===== src/rtl/cla_adder_arbiter.sv =====
// Round-robin arbiter sharing one 32-bit carry-lookahead adder among
// NUM_REQ valid/ready requesters; operands are registered before the adder.
module cla_adder_arbiter #(
    parameter int NUM_REQ = 4,
    parameter int ID_W    = $clog2(NUM_REQ)
) (
    input  logic                  clk,
    input  logic                  rst,
    input  logic [NUM_REQ-1:0]    req_valid,
    output logic [NUM_REQ-1:0]    req_ready,
    input  logic [NUM_REQ*32-1:0] req_a,
    input  logic [NUM_REQ*32-1:0] req_b,
    input  logic [NUM_REQ-1:0]    req_cin,
    output logic                  rsp_valid,
    input  logic                  rsp_ready,
    output logic [ID_W-1:0]       rsp_id,
    output logic [31:0]           rsp_sum,
    output logic                  rsp_cout,
    output logic                  rsp_ovf
);

    typedef enum logic [1:0] {
        IDLE,
        EXEC,
        RESP
    } state_t;

    state_t          state_q, state_d;
    logic [ID_W-1:0] rr_ptr_q, rr_ptr_d;
    logic [31:0]     op_a_q, op_a_d;
    logic [31:0]     op_b_q, op_b_d;
    logic            op_cin_q, op_cin_d;
    logic [ID_W-1:0] op_id_q, op_id_d;
    logic            rsp_valid_q, rsp_valid_d;
    logic [ID_W-1:0] rsp_id_q, rsp_id_d;
    logic [31:0]     rsp_sum_q, rsp_sum_d;
    logic            rsp_cout_q, rsp_cout_d;
    logic            rsp_ovf_q, rsp_ovf_d;

    logic            win_found;
    logic [ID_W-1:0] win_id;
    logic [ID_W:0]   idx;
    logic            accept_en;
    logic            accept;
    logic [31:0]     add_sum;
    logic            add_cout;
    logic            add_ovf;

    carry_look_ahead_adder u_adder (
        .a    (op_a_q),
        .b    (op_b_q),
        .cin  (op_cin_q),
        .sum  (add_sum),
        .cout (add_cout)
    );

    assign add_ovf = (op_a_q[31] == op_b_q[31]) && (add_sum[31] != op_a_q[31]);

    // Cyclic search starting one past the last winner.
    always_comb begin
        win_found = 1'b0;
        win_id    = '0;
        idx       = '0;
        for (int off = 1; off <= NUM_REQ; off++) begin
            idx = {1'b0, rr_ptr_q} + (ID_W+1)'(off);
            if (idx >= (ID_W+1)'(NUM_REQ)) begin
                idx = idx - (ID_W+1)'(NUM_REQ);
            end
            if (!win_found && req_valid[idx[ID_W-1:0]]) begin
                win_found = 1'b1;
                win_id    = idx[ID_W-1:0];
            end
        end
    end

    always_comb begin
        accept_en = (state_q == IDLE) || ((state_q == RESP) && rsp_ready);
        accept    = accept_en && win_found && !rst;
        req_ready = '0;
        if (accept) begin
            req_ready[win_id] = 1'b1;
        end
    end

    always_comb begin
        state_d     = state_q;
        rr_ptr_d    = rr_ptr_q;
        op_a_d      = op_a_q;
        op_b_d      = op_b_q;
        op_cin_d    = op_cin_q;
        op_id_d     = op_id_q;
        rsp_valid_d = rsp_valid_q;
        rsp_id_d    = rsp_id_q;
        rsp_sum_d   = rsp_sum_q;
        rsp_cout_d  = rsp_cout_q;
        rsp_ovf_d   = rsp_ovf_q;
        unique case (state_q)
            IDLE: begin
                if (accept) begin
                    state_d = EXEC;
                end
            end
            EXEC: begin
                rsp_valid_d = 1'b1;
                rsp_id_d    = op_id_q;
                rsp_sum_d   = add_sum;
                rsp_cout_d  = add_cout;
                rsp_ovf_d   = add_ovf;
                state_d     = RESP;
            end
            RESP: begin
                if (rsp_ready) begin
                    rsp_valid_d = 1'b0;
                    state_d     = accept ? EXEC : IDLE;
                end
            end
            default: begin
                state_d = IDLE;
            end
        endcase
        if (accept) begin
            op_a_d   = req_a[32*win_id +: 32];
            op_b_d   = req_b[32*win_id +: 32];
            op_cin_d = req_cin[win_id];
            op_id_d  = win_id;
            rr_ptr_d = win_id;
        end
    end

    always_ff @(posedge clk) begin
        if (rst) begin
            state_q     <= IDLE;
            rr_ptr_q    <= ID_W'(NUM_REQ - 1);
            op_a_q      <= '0;
            op_b_q      <= '0;
            op_cin_q    <= 1'b0;
            op_id_q     <= '0;
            rsp_valid_q <= 1'b0;
            rsp_id_q    <= '0;
            rsp_sum_q   <= '0;
            rsp_cout_q  <= 1'b0;
            rsp_ovf_q   <= 1'b0;
        end else begin
            state_q     <= state_d;
            rr_ptr_q    <= rr_ptr_d;
            op_a_q      <= op_a_d;
            op_b_q      <= op_b_d;
            op_cin_q    <= op_cin_d;
            op_id_q     <= op_id_d;
            rsp_valid_q <= rsp_valid_d;
            rsp_id_q    <= rsp_id_d;
            rsp_sum_q   <= rsp_sum_d;
            rsp_cout_q  <= rsp_cout_d;
            rsp_ovf_q   <= rsp_ovf_d;
        end
    end

    assign rsp_valid = rsp_valid_q;
    assign rsp_id    = rsp_id_q;
    assign rsp_sum   = rsp_sum_q;
    assign rsp_cout  = rsp_cout_q;
    assign rsp_ovf   = rsp_ovf_q;

endmodule

// 32-bit adder: 4-bit lookahead groups, group carries chained.
module carry_look_ahead_adder (
    input  logic [31:0] a,
    input  logic [31:0] b,
    input  logic        cin,
    output logic [31:0] sum,
    output logic        cout
);

    logic [31:0] g;
    logic [31:0] p;
    logic [32:0] c;

    assign g = a & b;
    assign p = a ^ b;

    always_comb begin
        c    = '0;
        c[0] = cin;
        for (int k = 0; k < 8; k++) begin
            c[4*k+1] = g[4*k]
                     | (p[4*k] & c[4*k]);
            c[4*k+2] = g[4*k+1]
                     | (p[4*k+1] & g[4*k])
                     | (p[4*k+1] & p[4*k] & c[4*k]);
            c[4*k+3] = g[4*k+2]
                     | (p[4*k+2] & g[4*k+1])
                     | (p[4*k+2] & p[4*k+1] & g[4*k])
                     | (p[4*k+2] & p[4*k+1] & p[4*k] & c[4*k]);
            c[4*k+4] = g[4*k+3]
                     | (p[4*k+3] & g[4*k+2])
                     | (p[4*k+3] & p[4*k+2] & g[4*k+1])
                     | (p[4*k+3] & p[4*k+2] & p[4*k+1] & g[4*k])
                     | (p[4*k+3] & p[4*k+2] & p[4*k+1] & p[4*k] & c[4*k]);
        end
        sum  = p ^ c[31:0];
        cout = c[32];
    end

endmodule


===== config.mk =====
export PLATFORM = sky130hd
export DESIGN_NAME = cla_adder_arbiter
export DESIGN_NICKNAME = d
export VERILOG_FILES = /design/src/rtl/cla_adder_arbiter.sv
export SDC_FILE = /design/constraint.sdc
export NUM_CORES = 1
export LEC_CHECK = 0
export CORE_MARGIN = 1
export CORE_UTILIZATION = 43
export DETAILED_ROUTE_END_ITERATION = 8
export GPL_TIMING_DRIVEN = 0
export PLACE_DENSITY = 0.8
export SYNTH_ARGS = -nofsm -noshare
export SYNTH_HDL_FRONTEND = slang
export SYNTH_HIERARCHICAL = 1
export SYNTH_SLANG_ARGS = --single-unit

===== constraint.sdc =====
create_clock -name clk -period 3.26 [get_ports clk]
set_clock_uncertainty 0.1 [all_clocks]
set_input_delay 0.652 -clock clk [delete_from_list [all_inputs] [get_ports clk]]
set_output_delay 0.652 -clock clk [all_outputs]
set_load 0.02 [all_outputs]

Yosys cells after proc, flatten, opt, wreduce, memory -nomap -nowiden
Cells that the tools add are included.
{"block": "op_classes", "n_reduce_logical": 17, "n_eq_ne": 6, "bitwise_logic": 211, "n_lt_le_gt_ge": 10, "muxes": 31, "shift": 2, "n_addsub": 8}
{"cell": "variable part select 128 x 8 -> 32 bit", "count": 2}
{"cell": "bitwise AND 1 bit", "count": 128}
{"cell": "OR 1 bit", "count": 80}
{"cell": "XOR 32 bit", "count": 2}
{"cell": "bitwise AND 32 bit", "count": 1}
{"cell": "two-way mux 2 bit", "count": 10}
{"cell": "less-than comparator 2 x 3 -> 1 bit (second input constant)", "count": 5}
{"cell": ">= comparator 3 bit (second input constant)", "count": 4}
{"cell": "two-way mux 1 bit", "count": 12}
{"cell": "binary-select mux 1 bit (select 2 bit)", "count": 5}
{"cell": "logical AND 1 bit", "count": 8}
{"cell": "subtractor 2 x 1 -> 2 bit (second input constant)", "count": 4}
{"cell": "adder 2 x 2 -> 3 bit (second input constant)", "count": 2}
{"cell": "one-hot mux 2 bit (3 select lines)", "count": 1}
{"cell": "logical NOT 1 bit", "count": 4}
{"cell": "two-way mux 4 bit", "count": 1}
{"cell": "!= test 2 bit (second input constant)", "count": 2}
{"cell": "AND reduction 2 bit", "count": 2}
{"cell": "adder 2 x 1 -> 3 bit (second input constant)", "count": 1}
{"cell": "adder 2 x 3 -> 3 bit (second input constant)", "count": 1}
{"cell": "demux 1 bit (select 2 bit)", "count": 1}
{"cell": "equality test 2 x 1 -> 1 bit (second input constant)", "count": 1}
{"cell": "equality test 2 bit (second input constant)", "count": 1}
{"cell": ">= comparator 2 x 1 -> 1 bit (second input constant)", "count": 1}
{"cell": "6 further kinds", "count": 6}
{"block": "totals", "elab_cells": 296, "regBits": 108}

Depth between registers and ports, before layout
Gate-level depths: netlist of run 1.
{"block": "logic_depth", "word_depth": 23, "mapped_depth": 11, "ltp_nobuf": 11}

Modules after synthesis
The synthesis of run 1 kept the hierarchy.
{"mod": "cla_adder_arbiter", "cells_each": 647, "instances": 1, "area_each_um2": 5387.7}
{"mod": "carry_look_ahead_adder", "cells_each": 180, "instances": 1, "area_each_um2": 1486.4}

Worst setup path after synthesis of run 1
No wires, ideal clock.
{"block": "synth_timing", "kind": "input to output", "start": "input port req_valid[0]", "end": "output port req_ready[2]", "n_path_buf": 3, "path_slack_ns": 0.413, "required_ns": 2.508, "arrival_ns": 2.095, "stages": 7, "cell_sequence": "nor4_1 or3_1 buf_2 or3_1 buf_2 clkbuf_1 nor2_1"}
{"block": "synth_between", "elab_chain_len": 17, "word_cells_on_any_way": 30}
{"item": "start, declared", "line_no": "9", "source": "input logic [NUM_REQ-1:0] req_valid,"}
{"item": "binary-select mux 1 bit (select 2 bit)", "line_no": "69", "source": "if (!win_found && req_valid[idx[ID_W-1:0]]) begin"}
{"item": "two-way mux 1 bit (implied by the code)", "line_no": "69"}
{"item": "two-way mux 1 bit", "line_no": "69"}
{"item": "logical NOT 1 bit", "line_no": "69"}
{"item": "logical AND 1 bit", "line_no": "69"}
{"item": "two-way mux 1 bit", "line_no": "69"}
{"item": "logical NOT 1 bit", "line_no": "69"}
{"item": "logical AND 1 bit", "line_no": "69"}
{"item": "two-way mux 1 bit", "line_no": "69"}
{"item": "logical NOT 1 bit", "line_no": "69"}
{"item": "logical AND 1 bit", "line_no": "69"}
{"item": "two-way mux 2 bit", "line_no": "69"}
{"item": "less-than comparator 2 x 3 -> 1 bit (implied by the code) or >= comparator 2 x 1 -> 1 bit (tied branches)", "line_no": "81", "source": "req_ready[win_id] = 1'b1;"}
{"item": "logical AND 1 bit (implied by the code)", "line_no": "81"}
{"item": "two-way mux 1 bit (implied by the code)", "line_no": "81"}
{"item": "demux 1 bit (select 2 bit)", "line_no": "81"}
{"item": "two-way mux 4 bit (*)", "line_no": "80", "source": "if (accept) begin"}
{"item": "end, declared", "line_no": "10", "source": "output logic [NUM_REQ-1:0] req_ready,"}
Every way passes the cells marked *; elsewhere a longest branch is shown, timed or not. The select of a mux whose other input is x is not followed.

Final worst setup path of run 1
{"block": "layout_timing", "start": "register op_a_q[11]", "end": "register rsp_ovf_q, in the netlist rsp_ovf"}
{"block": "layout_between", "elab_chain_len": 19, "word_cells_on_any_way": 26}
{"item": "start, declared", "line_no": "30", "source": "logic [31:0] op_a_q, op_a_d;"}
{"item": "start signal, assigned", "line_no": "146", "source": "op_a_q <= op_a_d;"}
{"item": "XOR 32 bit", "line_no": "180", "source": "assign p = a ^ b;"}
{"item": "bitwise AND 1 bit, on equally long branches"}
{"item": "OR 1 bit, or another cell as far along", "line_no": "196", "source": "| (p[4*k+3] & g[4*k+2])"}
{"item": "OR 1 bit, or another cell as far along", "line_no": "197", "source": "| (p[4*k+3] & p[4*k+2] & g[4*k+1])"}
{"item": "OR 1 bit or bitwise AND 1 bit (tied branches)", "line_no": "198, 199"}
{"item": "OR 1 bit (*)", "line_no": "199", "source": "| (p[4*k+3] & p[4*k+2] & p[4*k+1] & p[4*k] & c[4*k]);"}
{"item": "bitwise AND 1 bit (*)", "line_no": "199"}
{"item": "OR 1 bit (*)", "line_no": "199"}
{"item": "(+4 left out)"}
{"item": "bitwise AND 1 bit (*)", "line_no": "199"}
{"item": "OR 1 bit (*)", "line_no": "199"}
{"item": "bitwise AND 1 bit (*)", "line_no": "194", "source": "| (p[4*k+2] & p[4*k+1] & p[4*k] & c[4*k]);"}
{"item": "OR 1 bit (*)", "line_no": "194"}
{"item": "XOR 32 bit (*)", "line_no": "201", "source": "sum = p ^ c[31:0];"}
{"item": "net add_sum[31]", "line_no": "45", "source": "logic [31:0] add_sum;"}
{"item": "!= test 1 bit (*)", "line_no": "57", "source": "assign add_ovf = (op_a_q[31] == op_b_q[31]) && (add_sum[31] != op_a_q[31]);"}
{"item": "logical AND 1 bit (*)", "line_no": "57"}
{"item": "end signal, assigned", "line_no": "154", "source": "rsp_ovf_q <= rsp_ovf_d;"}
{"item": "end, declared", "line_no": "38", "source": "logic rsp_ovf_q, rsp_ovf_d;"}
Mark *: on every way through the listed nets, which the timed path passes. The rest lies on a longest branch.
A chain may end at the register's enable or synchronous reset.

==> results of run 1 <==
==> flip-flops by register name, summed over array words and instances, names as in the netlist, 2 cells and up <==
signal	cells
op_b_q	32
rsp_id	2
state_q	2
rr_ptr_q	2
op_id_q	2
op_a_q	32
rsp_sum	32
==> critical path: stages (launching register included) <==
cell      delay (ns)
dfxtp_1         0.34
ha_1            0.36
nand4_1         0.22
nor4_4          0.37
a211oi_4        0.12
buf_4           0.17
a211oi_2        0.28
o21ai_0         0.16
a21boi_2        0.23
or3b_2          0.46
a311oi_1        0.26
==> Yosys cell counts, types with 2 or more instances <==
master     number  area share [%]
a2111oi_0       2            0.25
a211o_1         2            0.25
a211oi_1        3            0.33
a211oi_2        5            0.91
a21o_1         11             1.2
a21oi_1        55             4.0
a31oi_1         2            0.18
and2_1          3            0.27
and3_1          4            0.36
buf_2          16             1.2
buf_6           5            0.82
clkbuf_1       43             2.3
dfxtp_1       108              31
fa_1            8             2.3
ha_1           32             5.8
inv_1           9            0.49
mux2i_1        65             9.5
nand2_1       146             8.0
nand2b_1        6            0.55
nand3_1       136             9.9
nand3b_1        3            0.33
nand4_1         2            0.18
nor2_1         19             1.0
nor2b_1         3            0.27
nor3_1          7            0.51
o2111ai_1      50             6.4
o2111ai_2      15             3.3
o211ai_1        3            0.33
o21ai_0        11            0.80
o21ai_1         4            0.29
o21bai_1        4            0.44
o31ai_1         2            0.22
or2_2           2            0.18
or3_1           2            0.18
or3b_2          2            0.25
xnor2_1         8             1.0
xor2_1         11             1.4
==> layer usage <==
layer / GRT usage [%] / vias up / routed length [um]
li1: - / 3692 / -
met1: 41.5 / 3601 / 11200
met2: 53.3 / 395 / 12700
met3: 5.86 / 43 / 2140
met4: 9.76 / 0 / 694
met5: 0 / - / 0
==> stage by stage <==
step | power (W) | util, % | cell area, um^2 | setup WS, ns
2_1_floorplan | 0.00284 | - | 6870 | 0.413
3_3_place_gp | 0.00368 | 66.1 | 10200 | -1.58
6_report | 0.00490 | 69.1 | 10700 | 0.0835
5_1_grt | 0.00513 | 69.1 | 10700 | -0.0292
4_1_cts | 0.00484 | 68.3 | 10500 | 0.0486
3_5_place_dp | 0.00371 | 66.1 | 10200 | -1.61
==> cell type report <==
| cell class | instances | area, um^2 | area share (%) |
|---|---|---|---|
| Clock buffer | 9 | 225 | 2.11 |
| Sequential cell | 108 | 2160 | 20.3 |
| Tap cell | 211 | 264 | 2.48 |
| Buffer | 61 | 313 | 2.94 |
| Clock inverter | 6 | 73.8 | 0.693 |
| Timing Repair Buffer | 319 | 3140 | 29.5 |
| Multi-Input combinational cell | 645 | 4440 | 41.7 |
| Antenna cell | 1 | 2.50 | 0.0235 |
| Inverter | 9 | 33.8 | 0.317 |
==> cells in the final DEF, fill, tap and decap left out, drive strengths merged, types with 9 or more instances in the layout <==
| master | count |
|---|---|
| clkdlybuf4s50 | 297 |
| nand2 | 146 |
| nand3 | 136 |
| dfxtp | 108 |
| mux2i | 65 |
| o2111ai | 65 |
| a21oi | 56 |
| clkbuf | 49 |
| buf | 38 |
| ha | 32 |
| nor2 | 19 |
| o21ai | 16 |
| a21o | 11 |
| xor2 | 11 |
| inv | 11 |
| a211oi | 9 |
==> kinds of logic (layout without fill, tap and decap cells) <==
family,after synthesis,after routing,synth area share (%)
mux,65,65,9.46
buf+inv,74,404,4.93
xor+xnor,19,19,2.42
compound gates,180,180,20.5
fa+ha+maj,40,40,8.15
other cells,0,1,0
simple gates,341,341,23.1
flops,108,108,31.5
==> timing repair <==
item | 4_1_cts | 5_1_grt
hold endpoints to repair | 0 | 0
buffers inserted | 5 | 8
pin swaps | 2 | 5
gates resized for setup | 31 | 10
hold buffers | 0 | 0
endpoints found under the setup margin | 23 | 5
==> power breakdown <==
part	leakage (nW)	internal (W)	switching (W)
Sequential	0.888	0.00153	0.000191
Clock	0.140	0.000602	0.000520
Combinational	3.26	0.000971	0.00109
Total	4.29	0.00310	0.00180
==> final timing paths <==
path,end,slack [ns],depth (start not counted),start
setup / recovery,rsp_ovf,0.08,10,op_a_q[11]
hold / removal,rsp_sum[29],0.36,2,rsp_sum[29]
setup reg to reg,rsp_ovf,0.08,10,op_a_q[11]
hold reg to reg,rsp_sum[29],0.36,2,rsp_sum[29]
==> results.toml, run 1 <==
[status]
status = "completed"

[timing]
slew_headroom_pct = 49.6
fmax_ghz = 0.315
worst_slew_pin_slew_ns = 0.756
finalSetupTns_ns = 0
timing.final.crit_period_ns = 3.18
final-hold-violation-count = 0
whs_ns = 0.358
min_period_over_period_pct = 97.4
rsz0062_at_grt = "yes"
drv_slew = 0
setup_viol = 0

[synth]
synth_seq_cells = 108
synth_edf_count = 0
synthFlopType = "dfxtp_1"
netlist_instances = 827
synthesis.area_um2 = 6870
synthArstFlopShare_pct = 0
yosysWarnings = 6
syn_avg_cell_area_um2 = 8.31
syn-num-nets = 1134
seq_area_frac_synth_pct = 31.5
netlist-cell-type-count = 55

[setup_path]
cp_max_fo = 4
crit_path_end_kind = "flop"
critPathRequiredTime_ns = 3.42
cp.arrival_ns = 3.34
path_class = "reg2reg"
start_kind = "flop"

[finish]
areaGrowthSynthToFinish_pct = 55.0
nNetsFinal = 1460
fillerInstances = 1332
layout-drive-gt1-share_pct = 8.12
fin_cells = 1369

[placed_design]
place_hpwl_um = 21200
dp_cells = 1344
gp_congestion = 0.907
io_buffer_count = 306

[detailed_routing]
detail_route.wl_per_cell_um = 19.5
ant_nets = 0
vias = 7731
first_iter_violations = 599
dr.pass1.iters = 5
drt_wl_total_um = 26700
drcViolationCount = 0
viasPerCell = 5.65

[power_and_ir_drop]
p_leak_nw = 4.29
p_per_area_nw_per_um2 = 460
ir_drop_uv = 303

[global_routing]
antenna_found_initial = 1
grt_pass1_wl_um = 39800
grt_max_degree = 20
grt_pass1_vias = 7353
grt_usage_pct = 31.8
grt_overflow = 0

[floorplanning]
row_count = 45
start_util_pct = 44.6
die_w_um = 128
dieArea_um2 = 16500
die_y_um = 128
core_area_um2 = 15400
boundaryPins = 308

[flow_run]
max-cap-violations = 0

[clocking]
cts-htree-levels = 3
cts_made_buffers = 9
tritoncts = "built"
clk_pin_slew_ns = 0.07
cts_buffer_depth = 2
root_buffer = "clkbuf_16"
clock-sinks = 108
clk-insertion-delay-late_ns = 0.35

[hold_path]
min_path_type = "reg2reg"
Power figures use the tool's default switching activity.
==> run 2, diff against run 1 <==
CORE_UTILIZATION = 46   (was 43)
PLACE_DENSITY = 0.85   (was 0.8)
clock period = 3.8 ns   (was 3.26 ns; I/O delays follow)
==> run 2 against run 1 <==
Combinational power decreased by 16%; clock-buffer cell count unchanged; sequential power decreased by 15%; first-iteration DRC count increased by 22%; largest cell class unchanged; non-clock buffer count decreased by 9; setup slack got worse by 0.0025 ns; power decreased by 14%; design area decreased by 1.2%; routed wire length decreased by 2.2%; via count increased by 0.94%; sequential share of layout area increased by 0.25 points.
==> results.toml, run 2 (synthesis gave the netlist of run 1 again) <==
[clocking]
cts_buffer_depth = 2
clk-insertion-delay-late_ns = 0.36
clk_pin_slew_ns = 0.07
tritoncts = "built"
cts_hold_buf = 0
clock-sinks = 108
cts_made_buffers = 9
root_buffer = "clkbuf_16"
cts-htree-levels = 3

[power_and_ir_drop]
pwr-share-clk_pct = 23.6
switching_share_pct = 37.0
power_frac_seq_pct = 34.9
power_frac_comb_pct = 41.5
p_leak_nw = 4.25
p_per_area_nw_per_um2 = 399
intPower_w = 0.00265
power.switching_w = 0.00155
ir_drop_uv = 317

[global_routing]
use_met2_pct = 55.2
use_met3_pct = 5.43
grt_usage_pct = 33.7
grt.busiest_layer = "met2"
gr-usage-met1_pct = 44.6
antenna_found_initial = 0
grt_overflow = 0
grt_pass1_wl_um = 40600
grt_pass1_vias = 7595
grt_max_degree = 20

[finish]
final_cell_mix = "clkdlybuf4s50_1, nand2_1, nand3_1"
areaGrowthSynthToFinish_pct = 53.1
design_area_um2 = 10500
layout_commonest_cell = "clkdlybuf4s50_1"
fin_cells = 1333
nNetsFinal = 1451
layout-drive-gt1-share_pct = 6.70
insertedDiodeCount = 0

[detailed_routing]
ant_nets = 0
first_iter_violations = 733
drt_wl_total_um = 26100
vias = 7804
detail_route.wl_per_cell_um = 19.6
drcViolationCount = 0
dr.pass1.iters = 7
viasPerCell = 5.85

[floorplanning]
core_area_um2 = 14500
start_util_pct = 47.3
boundaryPins = 308
die_w_um = 124
die_y_um = 124
row_count = 44
dieArea_um2 = 15400

[timing]
min_period_over_period_pct = 97.9
final.setup.worst_slack_ns = 0.0810
final-hold-violation-count = 0
worst_slew_pin_slew_ns = 0.757
drv_slew = 0
rsz0062_at_grt = "no"
timing.final.crit_period_ns = 3.72
slew_headroom_pct = 49.6
fmax_ghz = 0.269
setup_viol = 0

[setup_path]
crit_path_end_kind = "output port"
cp_top_family = "buffers and inverters"
crit_buf_inv = 4
path_class = "in2out"
crit_chain = "clkdlybuf4s50_1 -> nor4_1 -> or3_1 -> buf_2 -> or3_1 -> buf_4 -> nor2_1 -> clkdlybuf4s15_2"
start_kind = "input port"
cp.arrival_ns = 2.86
slowest_stage = "clkdlybuf4s50_1"
r2r_slack_ns = 0.31
cp_max_fo = 13
critPathRequiredTime_ns = 2.94
slowest_delay_ns = 0.55
crit_path_frequent_cell = "or3_1"

[placed_design]
place_hpwl_um = 20600
dp_cells = 1317
dpl_cell_area_um2 = 10200
io_buffer_count = 306
pre_cts_slack_ns = -1.36
gp_congestion = 0.901

[flow_run]
max-cap-violations = 0

[hold_path]
min_path_type = "reg2reg"

[status]
status = "completed"
==> run 2: cell types whose count changed in the layout (fill, tap and decap cells not counted), sizes merged <==
cell,delta
clkbuf,-1
diode,-1
clkinv,-1
clkdlybuf4s50,+2
dlygate4sd2,-3
clkdlybuf4s15,+4
dlymetal6s2s,+1
buf,-12
inv,+2
==> run 2: area by class of cell <==
| type | count | area, um^2 |
|---|---|---|
| Tap cell | 184 | 230 |
| Multi-Input combinational cell | 645 | 4390 |
| Clock buffer | 9 | 225 |
| Sequential cell | 108 | 2160 |
| Buffer | 61 | 303 |
| Inverter | 9 | 33.8 |
| Fill cell | 1141 | 4010 |
| Timing Repair Buffer | 310 | 3100 |
| Clock inverter | 7 | 80.1 |
==> run 2: tightest hold or removal path, stage by stage (launching register included) <==
cell,delay (ns)
dfxtp_1,0.31
nand2_1,0.05
a21oi_1,0.05
==> run 2: timing repair <==
action	CTS	global route
gates resized for setup	15	7
pin swaps	1	1
endpoints found under the setup margin	4	4
endpoints found under the hold margin	0	0
buffers inserted	4	0
==> run 2: stage by stage <==
step / hold WS [ns] / power, W / util (%) / TNS, ns
3_5_place_dp: 0.346 / 0.00318 / 70.0 / -6.50
5_1_grt: 0.374 / 0.00440 / 72.4 / 0
3_3_place_gp: 0.342 / 0.00315 / 70.0 / -5.35
2_1_floorplan: 0.332 / 0.00244 / - / 0
4_1_cts: 0.356 / 0.00416 / 72.3 / 0
6_report: 0.352 / 0.00420 / 72.4 / 0
==> run 2: path summary, 6_finish.rpt <==
check,endpoint,start,cells past startpoint
max reg2reg,rsp_ovf,op_a_q[9],9
max,req_ready[3],req_valid[3],8
min reg2reg,rsp_sum[29],rsp_sum[29],2
min,rsp_sum[29],rsp_sum[29],2
==> run 2: layer usage <==
layer | share of wire [%] | vias up
met2 | 47 | 397
met4 | 3.1 | 0
li1 | - | 3682
met3 | 7.6 | 58
met5 | 0 | -
met1 | 42 | 3667
==> run 2: power groups by stage <==
stage / Sequential (W) / Clock [W] / Combinational [W]
floorplan: 0.00149 / 0 / 0.000945
global placement: 0.00148 / 0 / 0.00167
detailed placement: 0.00149 / 0 / 0.00169
CTS: 0.00146 / 0.000994 / 0.00171
global route: 0.00149 / 0.00103 / 0.00188
finish: 0.00147 / 0.000992 / 0.00174
